$ cat src/rtl/elephant_ise_v3_if.sv
`default_nettype none
// ============================================================================
// Module      : elephant_ise_v3_if
// Description : Request/result handshake bundle between the RV32 core's
//               multi-cycle functional-unit port and the Elephant ISE
//               datapath.
//               master : core side. Drives the request fields and out_ready.
//               slave  : datapath side. Drives in_ready, out_valid and rd.
// Signals     : in_valid/in_ready     request handshake
//               op[1:0]               00 bsllxor, 01 bup, 10 pstep1, 11 pinv1
//               rs1, rs2 [XLEN-1:0]   source operands
//               imm[4:0]              immediate shift / bit index
//               out_valid/out_ready   result handshake
//               rd [XLEN-1:0]         result
// Revision    : 1.0 - initial release
// ============================================================================
interface elephant_ise_v3_if #(
    parameter int XLEN = 32
);
    logic            in_valid;
    logic            in_ready;
    logic [1:0]      op;
    logic [XLEN-1:0] rs1;
    logic [XLEN-1:0] rs2;
    logic [4:0]      imm;
    logic            out_valid;
    logic            out_ready;
    logic [XLEN-1:0] rd;

    modport master (
        output in_valid, op, rs1, rs2, imm, out_ready,
        input  in_ready, out_valid, rd
    );

    modport slave (
        input  in_valid, op, rs1, rs2, imm, out_ready,
        output in_ready, out_valid, rd
    );
endinterface
`default_nettype wire

$ cat src/rtl/elephant_ise_v3.sv
`default_nettype none
// ============================================================================
// Module      : elephant_ise_v3
// Description : Elephant (Spongent-pi) ISE datapath. Single-cycle bsllxor and
//               bup, plus the pstep1 / pinv1 swapmove chain which is spread
//               over 4/SWM_PER_CYCLE iteration cycles. The result sits in a
//               single-entry register until the consumer drains it.
// Ports       : clk  - clock, rising edge
//               rst  - asynchronous active-high reset
//               bus  - elephant_ise_v3_if.slave (request + result handshake)
// Parameters  : SWM_PER_CYCLE - swapmove stages per cycle (1, 2 or 4)
//               XLEN          - datapath width (32 only)
// Revision    : 1.0 - initial release
// ============================================================================
module elephant_ise_v3 #(
    parameter int SWM_PER_CYCLE = 4,
    parameter int XLEN          = 32
) (
    input  wire logic         clk,
    input  wire logic         rst,
    elephant_ise_v3_if.slave  bus
);

    generate
        if (!(SWM_PER_CYCLE == 1 || SWM_PER_CYCLE == 2 || SWM_PER_CYCLE == 4)) begin : g_bad_swm
            $error("elephant_ise_v3: SWM_PER_CYCLE must be 1, 2 or 4");
        end
        if (XLEN != 32) begin : g_bad_xlen
            $error("elephant_ise_v3: XLEN must be 32");
        end
    endgenerate

    localparam logic [0:0]  c_IDLE     = 1'b0;
    localparam logic [0:0]  c_ITER     = 1'b1;
    // Number of ITER edges is 4/SWM_PER_CYCLE; the counter exits on its last value.
    localparam logic [1:0]  c_CNT_LAST = 2'(4 / SWM_PER_CYCLE - 1);
    // Stage offset per iteration. For SWM_PER_CYCLE=4 this truncates to 0,
    // which is harmless because the counter never leaves 0 in that case.
    localparam logic [1:0]  c_SPC2     = 2'(SWM_PER_CYCLE);
    localparam logic [31:0] c_M0       = 32'h0A0A_0A0A;
    localparam logic [31:0] c_M1       = 32'h00CC_00CC;
    localparam logic [31:0] c_M2       = 32'h0000_F0F0;
    localparam logic [31:0] c_M3       = 32'h0000_00FF;

    function automatic logic [31:0] swm(input logic [31:0] x, input int a, input logic [31:0] m);
        logic [31:0] t;
        t = (x ^ (x >> a)) & m;
        return x ^ t ^ (t << a);
    endfunction

    function automatic logic [31:0] stage(input logic [31:0] x, input logic [1:0] s);
        logic [31:0] r;
        case (s)
            2'd0:    r = swm(x, 3,  c_M0);
            2'd1:    r = swm(x, 6,  c_M1);
            2'd2:    r = swm(x, 12, c_M2);
            default: r = swm(x, 24, c_M3);
        endcase
        return r;
    endfunction

    // One iteration: stages cnt*SPC .. cnt*SPC+SPC-1 of the chain. The inverse
    // direction walks the list backwards, i.e. stage index 3-g == ~g.
    function automatic logic [31:0] iter_step(input logic [31:0] x, input logic [1:0] cnt,
                                              input logic dir);
        logic [31:0] y;
        logic [1:0]  g;
        y = x;
        for (int j = 0; j < SWM_PER_CYCLE; j++) begin
            g = cnt * c_SPC2 + 2'(j);
            y = stage(y, dir ? ~g : g);
        end
        return y;
    endfunction

    logic [0:0]  r_state;
    logic [1:0]  r_cnt;
    logic        r_dir;
    logic [31:0] r_work;
    logic [31:0] r_rd;
    logic        r_out_valid;

    logic        w_in_ready;
    logic        w_accept;
    logic [4:0]  w_bup_sh;
    logic [31:0] w_bsllxor;
    logic [31:0] w_bup;
    logic [31:0] w_single;
    logic [31:0] w_step;
    logic        w_unused_rs2_hi;

    // rst gates in_ready directly so nothing is accepted while reset is held.
    assign w_in_ready = ~rst & (r_state == c_IDLE) & (~r_out_valid | bus.out_ready);
    assign w_accept   = bus.in_valid & w_in_ready;

    // 5-bit subtraction wraps modulo 32 by construction.
    assign w_bup_sh   = bus.imm - bus.rs2[4:0];
    assign w_bsllxor  = bus.rs1 ^ ({24'd0, bus.rs2[7:0]} << bus.imm);
    assign w_bup      = (bus.rs1 << w_bup_sh) & (32'd1 << bus.imm);
    assign w_single   = bus.op[0] ? w_bup : w_bsllxor;
    assign w_step     = iter_step(r_work, r_cnt, r_dir);

    assign w_unused_rs2_hi = ^bus.rs2[31:8];

    always_ff @(posedge clk or posedge rst) begin
        if (rst) begin
            r_state     <= c_IDLE;
            r_cnt       <= 2'd0;
            r_dir       <= 1'b0;
            r_work      <= 32'd0;
            r_rd        <= 32'd0;
            r_out_valid <= 1'b0;
        end else begin
            case (r_state)
                c_IDLE: begin
                    if (w_accept) begin
                        if (!bus.op[1]) begin
                            r_rd        <= w_single;
                            r_out_valid <= 1'b1;
                        end else begin
                            // Entry requires an empty or draining result slot.
                            r_work      <= bus.rs1;
                            r_cnt       <= 2'd0;
                            r_dir       <= bus.op[0];
                            r_out_valid <= 1'b0;
                            r_state     <= c_ITER;
                        end
                    end else if (r_out_valid && bus.out_ready) begin
                        r_out_valid <= 1'b0;
                    end
                end
                c_ITER: begin
                    r_work <= w_step;
                    if (r_cnt == c_CNT_LAST) begin
                        r_rd        <= w_step;
                        r_out_valid <= 1'b1;
                        r_cnt       <= 2'd0;
                        r_state     <= c_IDLE;
                    end else begin
                        r_cnt <= r_cnt + 2'd1;
                    end
                end
                default: r_state <= c_IDLE;
            endcase
        end
    end

    assign bus.in_ready  = w_in_ready;
    assign bus.out_valid = r_out_valid;
    assign bus.rd        = r_rd;

endmodule
`default_nettype wire
$ cat src/flat_wrapper.sv
// flat-port wrapper written by rule: the top's interface ports become plain ports
module elephant_ise_v3_flat 
#(
    parameter int SWM_PER_CYCLE = 4,
    parameter int XLEN          = 32
)
  (clk, rst, bus_in_valid, bus_op, bus_rs1, bus_rs2, bus_imm, bus_out_ready, bus_in_ready, bus_out_valid, bus_rd);
  elephant_ise_v3_if #(.XLEN(XLEN)) bus_i ();
  input  wire logic clk;
  input  wire logic rst;
  input wire logic [$bits(bus_i.in_valid)-1:0] bus_in_valid;
  input wire logic [$bits(bus_i.op)-1:0] bus_op;
  input wire logic [$bits(bus_i.rs1)-1:0] bus_rs1;
  input wire logic [$bits(bus_i.rs2)-1:0] bus_rs2;
  input wire logic [$bits(bus_i.imm)-1:0] bus_imm;
  input wire logic [$bits(bus_i.out_ready)-1:0] bus_out_ready;
  output wire logic [$bits(bus_i.in_ready)-1:0] bus_in_ready;
  output wire logic [$bits(bus_i.out_valid)-1:0] bus_out_valid;
  output wire logic [$bits(bus_i.rd)-1:0] bus_rd;
  assign bus_i.in_valid = bus_in_valid;
  assign bus_i.op = bus_op;
  assign bus_i.rs1 = bus_rs1;
  assign bus_i.rs2 = bus_rs2;
  assign bus_i.imm = bus_imm;
  assign bus_i.out_ready = bus_out_ready;
  assign bus_in_ready = bus_i.in_ready;
  assign bus_out_valid = bus_i.out_valid;
  assign bus_rd = bus_i.rd;
  elephant_ise_v3 #(.SWM_PER_CYCLE(SWM_PER_CYCLE), .XLEN(XLEN)) u_core (.clk(clk), .rst(rst), .bus(bus_i));
endmodule
$ cat config.mk
export PLATFORM = sky130hd
export DESIGN_NAME = elephant_ise_v3_flat
export DESIGN_NICKNAME = d
export VERILOG_FILES = /design/src/rtl/elephant_ise_v3_if.sv /design/src/rtl/elephant_ise_v3.sv /design/src/flat_wrapper.sv
export SDC_FILE = /design/constraint.sdc
export NUM_CORES = 1
export LEC_CHECK = 0
export ABC_AREA = 0
export CELL_PAD_IN_SITES_DETAIL_PLACEMENT = 0
export CELL_PAD_IN_SITES_GLOBAL_PLACEMENT = 2
export CORE_ASPECT_RATIO = 1.4
export CORE_MARGIN = 3
export CORE_UTILIZATION = 35
export CTS_CLUSTER_DIAMETER = 30
export DETAILED_ROUTE_END_ITERATION = 8
export PLACE_DENSITY_LB_ADDON = 0.3
export REMOVE_ABC_BUFFERS = 1
export SLEW_MARGIN = 20
export SYNTH_ARGS = -nofsm -noshare
export SYNTH_HDL_FRONTEND = slang
export SYNTH_SLANG_ARGS = --single-unit
$ cat constraint.sdc
create_clock -name clk -period 5.34 [get_ports clk]
set_clock_uncertainty 0.05 [all_clocks]
set_input_delay 0.534 -clock clk [delete_from_list [all_inputs] [get_ports clk]]
set_output_delay 0.534 -clock clk [all_outputs]
set_load 0.01 [all_outputs]
### Word level (Yosys, flattened, before mapping)

Cells that the tools add are included.

* register bits after elaboration: 69
* input port bits: 75
* output and inout port bits: 34
* word-level logic and storage cells: 120

* add/subtract/negate cells: 2
* equal/unequal tests: 13
* shifts and indexed selects: 3
* muxes and demuxes: 29
* bitwise operators: 57
* reduce and logical (&&, ||, !) cells: 10

Operator list (number)
* $pmux 32 s3: 4
* $xor 32x28->32: 8
* $mux 32: 6
* $xor 32x32->32: 5
* $pmux 32 s2: 2
* $xor 32x16->32: 4
* $xor 32x24->32: 4
* $xor 32x30->32: 4
* $xor 32x31->32: 4
* $xor 32x8->32: 4
* $xor 28x28->28: 4
* $xor 24x24->24: 4
* $xor 16x16->16: 4
* $and 32x32->32: 1
* $shl 1x5->32 const A: 1
* $shl 32x5->32: 1
* $shl 8x5->32: 1
* $xor 8x8->8: 4
* $mux 2: 7
* $logic_not 2->1: 5
* $eq 2x1->1 const B: 4
* $eq 2x2->1 const B: 4
* $mux 1: 7
* $ne 2x2->1 const B: 3
* 12 further kinds: 19

### Depth between registers and ports, before layout

* depth after elaboration: 18
* depth in mapped cells: 15
* mapped depth without buffers: 11

### Least setup slack after synthesis

OpenSTA, ideal clock, no wires.

* kind: input-to-reg
* start point: input port rst
* end point: register u_core.r_rd[8] (netlist: u_core.bus.rd[8])
* library setup time: 0.132 ns
* arrival: 3.585 ns
* setup slack: 1.573 ns
* cell stages on the path: 7
* buffers on the path: 1
* cell sequence: inv_1 o2111ai_1 nand2_1 clkbuf_1 a21oi_1 a41oi_1 o31ai_1

* cells in the longest elaborated chain, start to end: 6

Ends and longest elaborated chain
* start, declared: RTL line flat_wrapper.sv:10 `input wire logic rst;`
* $not 1->1: RTL line elephant_ise_v3.sv:93 `assign w_in_ready = ~rst & (r_state == c_IDLE) & (~r_out_valid | bus.out_ready);`
* $and 1x1->1 (2 in series): RTL line elephant_ise_v3.sv:93
* $and 1x1->1: RTL line elephant_ise_v3.sv:94 `assign w_accept = bus.in_valid & w_in_ready;`
* $ne 2x1->1 (no line)
* $reduce_and 3->1 (no line)
* end signal, assigned: RTL line elephant_ise_v3.sv:118 `r_rd <= w_single;`
* end signal, assigned: RTL line elephant_ise_v3.sv:135 `r_rd <= w_step;`
* end, declared: RTL line elephant_ise_v3.sv:80 `logic [31:0] r_rd;`

No other way between the ends.
A chain may end at the register's enable or synchronous reset.

### Worst setup path after layout

* start point: input port bus_imm[0]
* end point: register u_core.r_rd[19] (netlist: u_core.bus.rd[19])

* cells in the longest elaborated chain, start to end: 7

Ends and longest elaborated chain
* start, declared: RTL line flat_wrapper.sv:15 `input wire logic [$bits(bus_i.imm)-1:0] bus_imm;`
* $sub 5x5->5: RTL line elephant_ise_v3.sv:97 `assign w_bup_sh = bus.imm - bus.rs2[4:0];`
* $shl 32x5->32: RTL line elephant_ise_v3.sv:99 `assign w_bup = (bus.rs1 << w_bup_sh) & (32'd1 << bus.imm);`
* $and 32x32->32: RTL line elephant_ise_v3.sv:99
* $mux 32 *: RTL line elephant_ise_v3.sv:100 `assign w_single = bus.op[0] ? w_bup : w_bsllxor;`
* $mux 32 *: RTL line elephant_ise_v3.sv:117 `if (!bus.op[1]) begin`
* $mux 32 *: RTL line elephant_ise_v3.sv:116 `if (w_accept) begin`
* $pmux 32 s2 *: RTL line elephant_ise_v3.sv:114 `case (r_state)`

Every way passes the cells marked *; elsewhere a longest branch is shown, timed or not. The select of a mux whose other input is x is not followed.

==> out/qor.csv <==
metric;value;unit
status;completed;
RSZ-0062 raised after global routing;false;
count leader, synth;nand2_1;
VDD IR max;0.000181;V
TNS Setup;0;ns
non-filler cells, final;1124;
total track usage;27.8;%
cell family with most CP delay;buffers and inverters;
layout cells sized above 1;11.5;%
asr flop ratio synth;100;%
synth cell count leaders;nand2_1 (120), mux2i_1 (76), dfrtp_1 (69);
Net Switching;1020;µW
Crit path required time;5.49;ns
Sw Share;40.0;%
I/O pins;109;
clock buffer count from CTS;9;
Hold Crit Class;flip-flop to flip-flop;
met1 WL;11900;µm
largest net degree at the start of global routing;70;
HP Start;u_core.bus.rd[1];
DRT Pass-1 Iters;5;
part of the power in registers;30.9;%
H-tree levels;3;
worst path buffer plus inverter count;4;
Post-Route WL;28500;µm
synthesized instance count;825;
combinational power share;46.0;%
Die Area;20600;µm²
Die Y;169;µm
Max Fclk;243;MHz
number of vias per cell;6.08;
Setup Fix Bufs, Post-CTS;0;
final hold vios;0;
max layer used;met4;
register area share after synthesis;26.1;%
CP most frequent cell;mux2i_1;
data arrival time of the critical path;4.27;ns
WL per Instance;25.4;µm
Post-synth EDFFs;0;
met2 WL;13300;µm
max cap viols;0;
yosys warns;0;
top post-synthesis cells by area;dfrtp_1 (26%), mux2i_1 (11%), mux2_2 (7.0%);
length of routed met3 wiring;1660;µm
DRT iter0 DRCs;703;
Post-DP HPWL;21700;µm
initial antenna violation count;0;
worst setup path startpoint;bus_imm[0];
worst-margin pin slew;1.05;ns
top_reg_cell synth;dfrtp_1;
vias in the first global route;6755;
Clock Root Buffer;clkbuf_16;
Max Slew Vio Count;0;
post-synthesis cell area;6620;µm²
Worst Path Max Fanout;22;
syn avg cell area;8.02;µm²
critical path cell sequence;clkdlybuf4s50_1 -> inv_2 -> ha_2 -> inv_1 -> fa_2 -> buf_4 -> mux2_2 -> mux2i_1 -> mux2i_1 -> mux2i_1 -> o22ai_1 -> a21oi_1 -> a211oi_2;
DR vias;6839;
clock network fraction of design power;23.1;%
final setup violation count;0;
clk_lat worst skew;0.34;ns
pwr dens;320;nW/µm²
# DRC;0;
Post-Place Setup Slack;0.903;ns
CTS Hold Buffers Added;0;
Die W;122;µm
Placed Instances;1108;
Detail Route Antenna Nets;0;
Cell Rows;58;
number of diodes;0;
Critical Path Source Type;primary input;
static leakage power;0.00318;µW
Clock transition at path regs;0.06;ns
Bufs on Longest Clock Path;2;
Crit-path slowest cell;fa_2;
Final GP Congestion;0.983;
# nets final;961;
area grow syn2layout;20.1;%
TritonCTS clock tree;built;
Critical Path Max Stage Delay;0.78;ns
Tot Pwr;2540;µW
#FFs+latches synth;69;
Synth cell types;64;
grt total ovfl;0;
global-route wire length before repair;42800;µm
initial cell density of the core;36.2;%
TritonCTS Sinks;69;
area leader, netlist;dfrtp_1;
post-CTS sizing;0;
Tmin final;4.11;ns
CP Capture Type;flip-flop;
share of the synthesized area in the top cell type;26.1;%
core area;18300;µm²
port buffer count;84;
critical path type;primary input to flip-flop;
final hold slack;0.432;ns
Internal Pwr Total;1530;µW
worst reg2reg startpoint;u_core.r_cnt[0];
period utilization;77.0;%
Rel. slew slack;29.8;%
post-route setup slack;1.23;ns
-- layout by cell type, fill, tap and decap left out, types with 9 or more instances in the layout --
cell type	n
mux2_2	41
and3_1	19
buf_4	26
o21ai_0	53
nand2_1	120
nand3_1	28
nor2_1	61
a31oi_1	19
xnor2_1	15
clkbuf_16	9
inv_1	15
dfrtp_1	68
xor2_1	20
clkdlybuf4s50_1	84
a21oi_1	53
mux2i_1	76
nor2b_1	15
nor3_1	13
a211oi_1	9
-- stage by stage --
stage,area (µm²),util (%)
after global placement,7660,41.9
after floorplan,6310,-
after detailed placement,7660,41.9
after CTS,7950,43.5
final,7950,43.5
after global routing,7950,43.5
-- sequential cells by signal, indices dropped and copies added (netlist names) --
signal	cells
u_core.bus.rd	32
u_core.r_work	32
u_core.r_cnt	2
u_core.bus.out_valid	1
u_core.r_dir	1
u_core.r_state	1
-- final timing paths --
check / depth (start not counted) / to / slack [ns]
worst min register to register: 2 / u_core.bus.rd[1] / 0.43
max in group asynchronous: 3 / u_core.r_state / 3.76
worst max register to register: 9 / u_core.bus.rd[28] / 2.63
worst max-delay path: 13 / u_core.bus.rd[19] / 1.23
worst min-delay path: 2 / u_core.bus.rd[1] / 0.43
min in group asynchronous: 3 / u_core.bus.rd[4] / 0.80
-- worst register-to-register path, cell delays in order, from the launching register on --
cell and delay (ns):
dfrtp_1 0.36, inv_1 0.10, ha_1 0.15, buf_4 0.28, nand2_1 0.31, nand2_1 0.48
buf_4 0.31, o21ai_0 0.15, or3_1 0.32, o311ai_0 0.09
-- kinds of logic after synthesis --
family | Yosys count | synth area share (%)
XOR/XNOR | 38 | 5.60
flip-flops | 69 | 26.1
buffers and inverters | 84 | 5.54
multiplexers | 123 | 20.4
adder cells (fa/ha/maj) | 7 | 1.44
AO/OA/AOI/OAI | 214 | 20.9
AND/OR/NAND/NOR | 290 | 20.0
-- area by class of cell --
cell class                      instances  area, µm²
Clock buffer                           10        239
Sequential cell                        69       1730
Fill cell                            1936      10300
Clock inverter                          6       46.3
Timing Repair Buffer                  110       1040
Tap cell                              240        300
Inverter                               17       63.8
Multi-Input combinational cell        672       4540
-- power groups by stage --
stage | registers, µW | clock network [µW] | logic, µW
2_1_floorplan | 802 | 0 | 647
3_3_place_gp | 784 | 0 | 1150
3_5_place_dp | 792 | 0 | 1160
4_1_cts | 783 | 598 | 1160
5_1_grt | 806 | 623 | 1260
6_report | 786 | 587 | 1170
-- metal layers --
| metal | track usage (%) | up-vias |
|---|---|---|
| met5 | 0 | - |
| met4 | 14.8 | 0 |
| met3 | 4.38 | 62 |
| met2 | 44.1 | 267 |
| met1 | 36.1 | 3399 |
| li1 | - | 3111 |
Power figures use the tool's default switching activity.
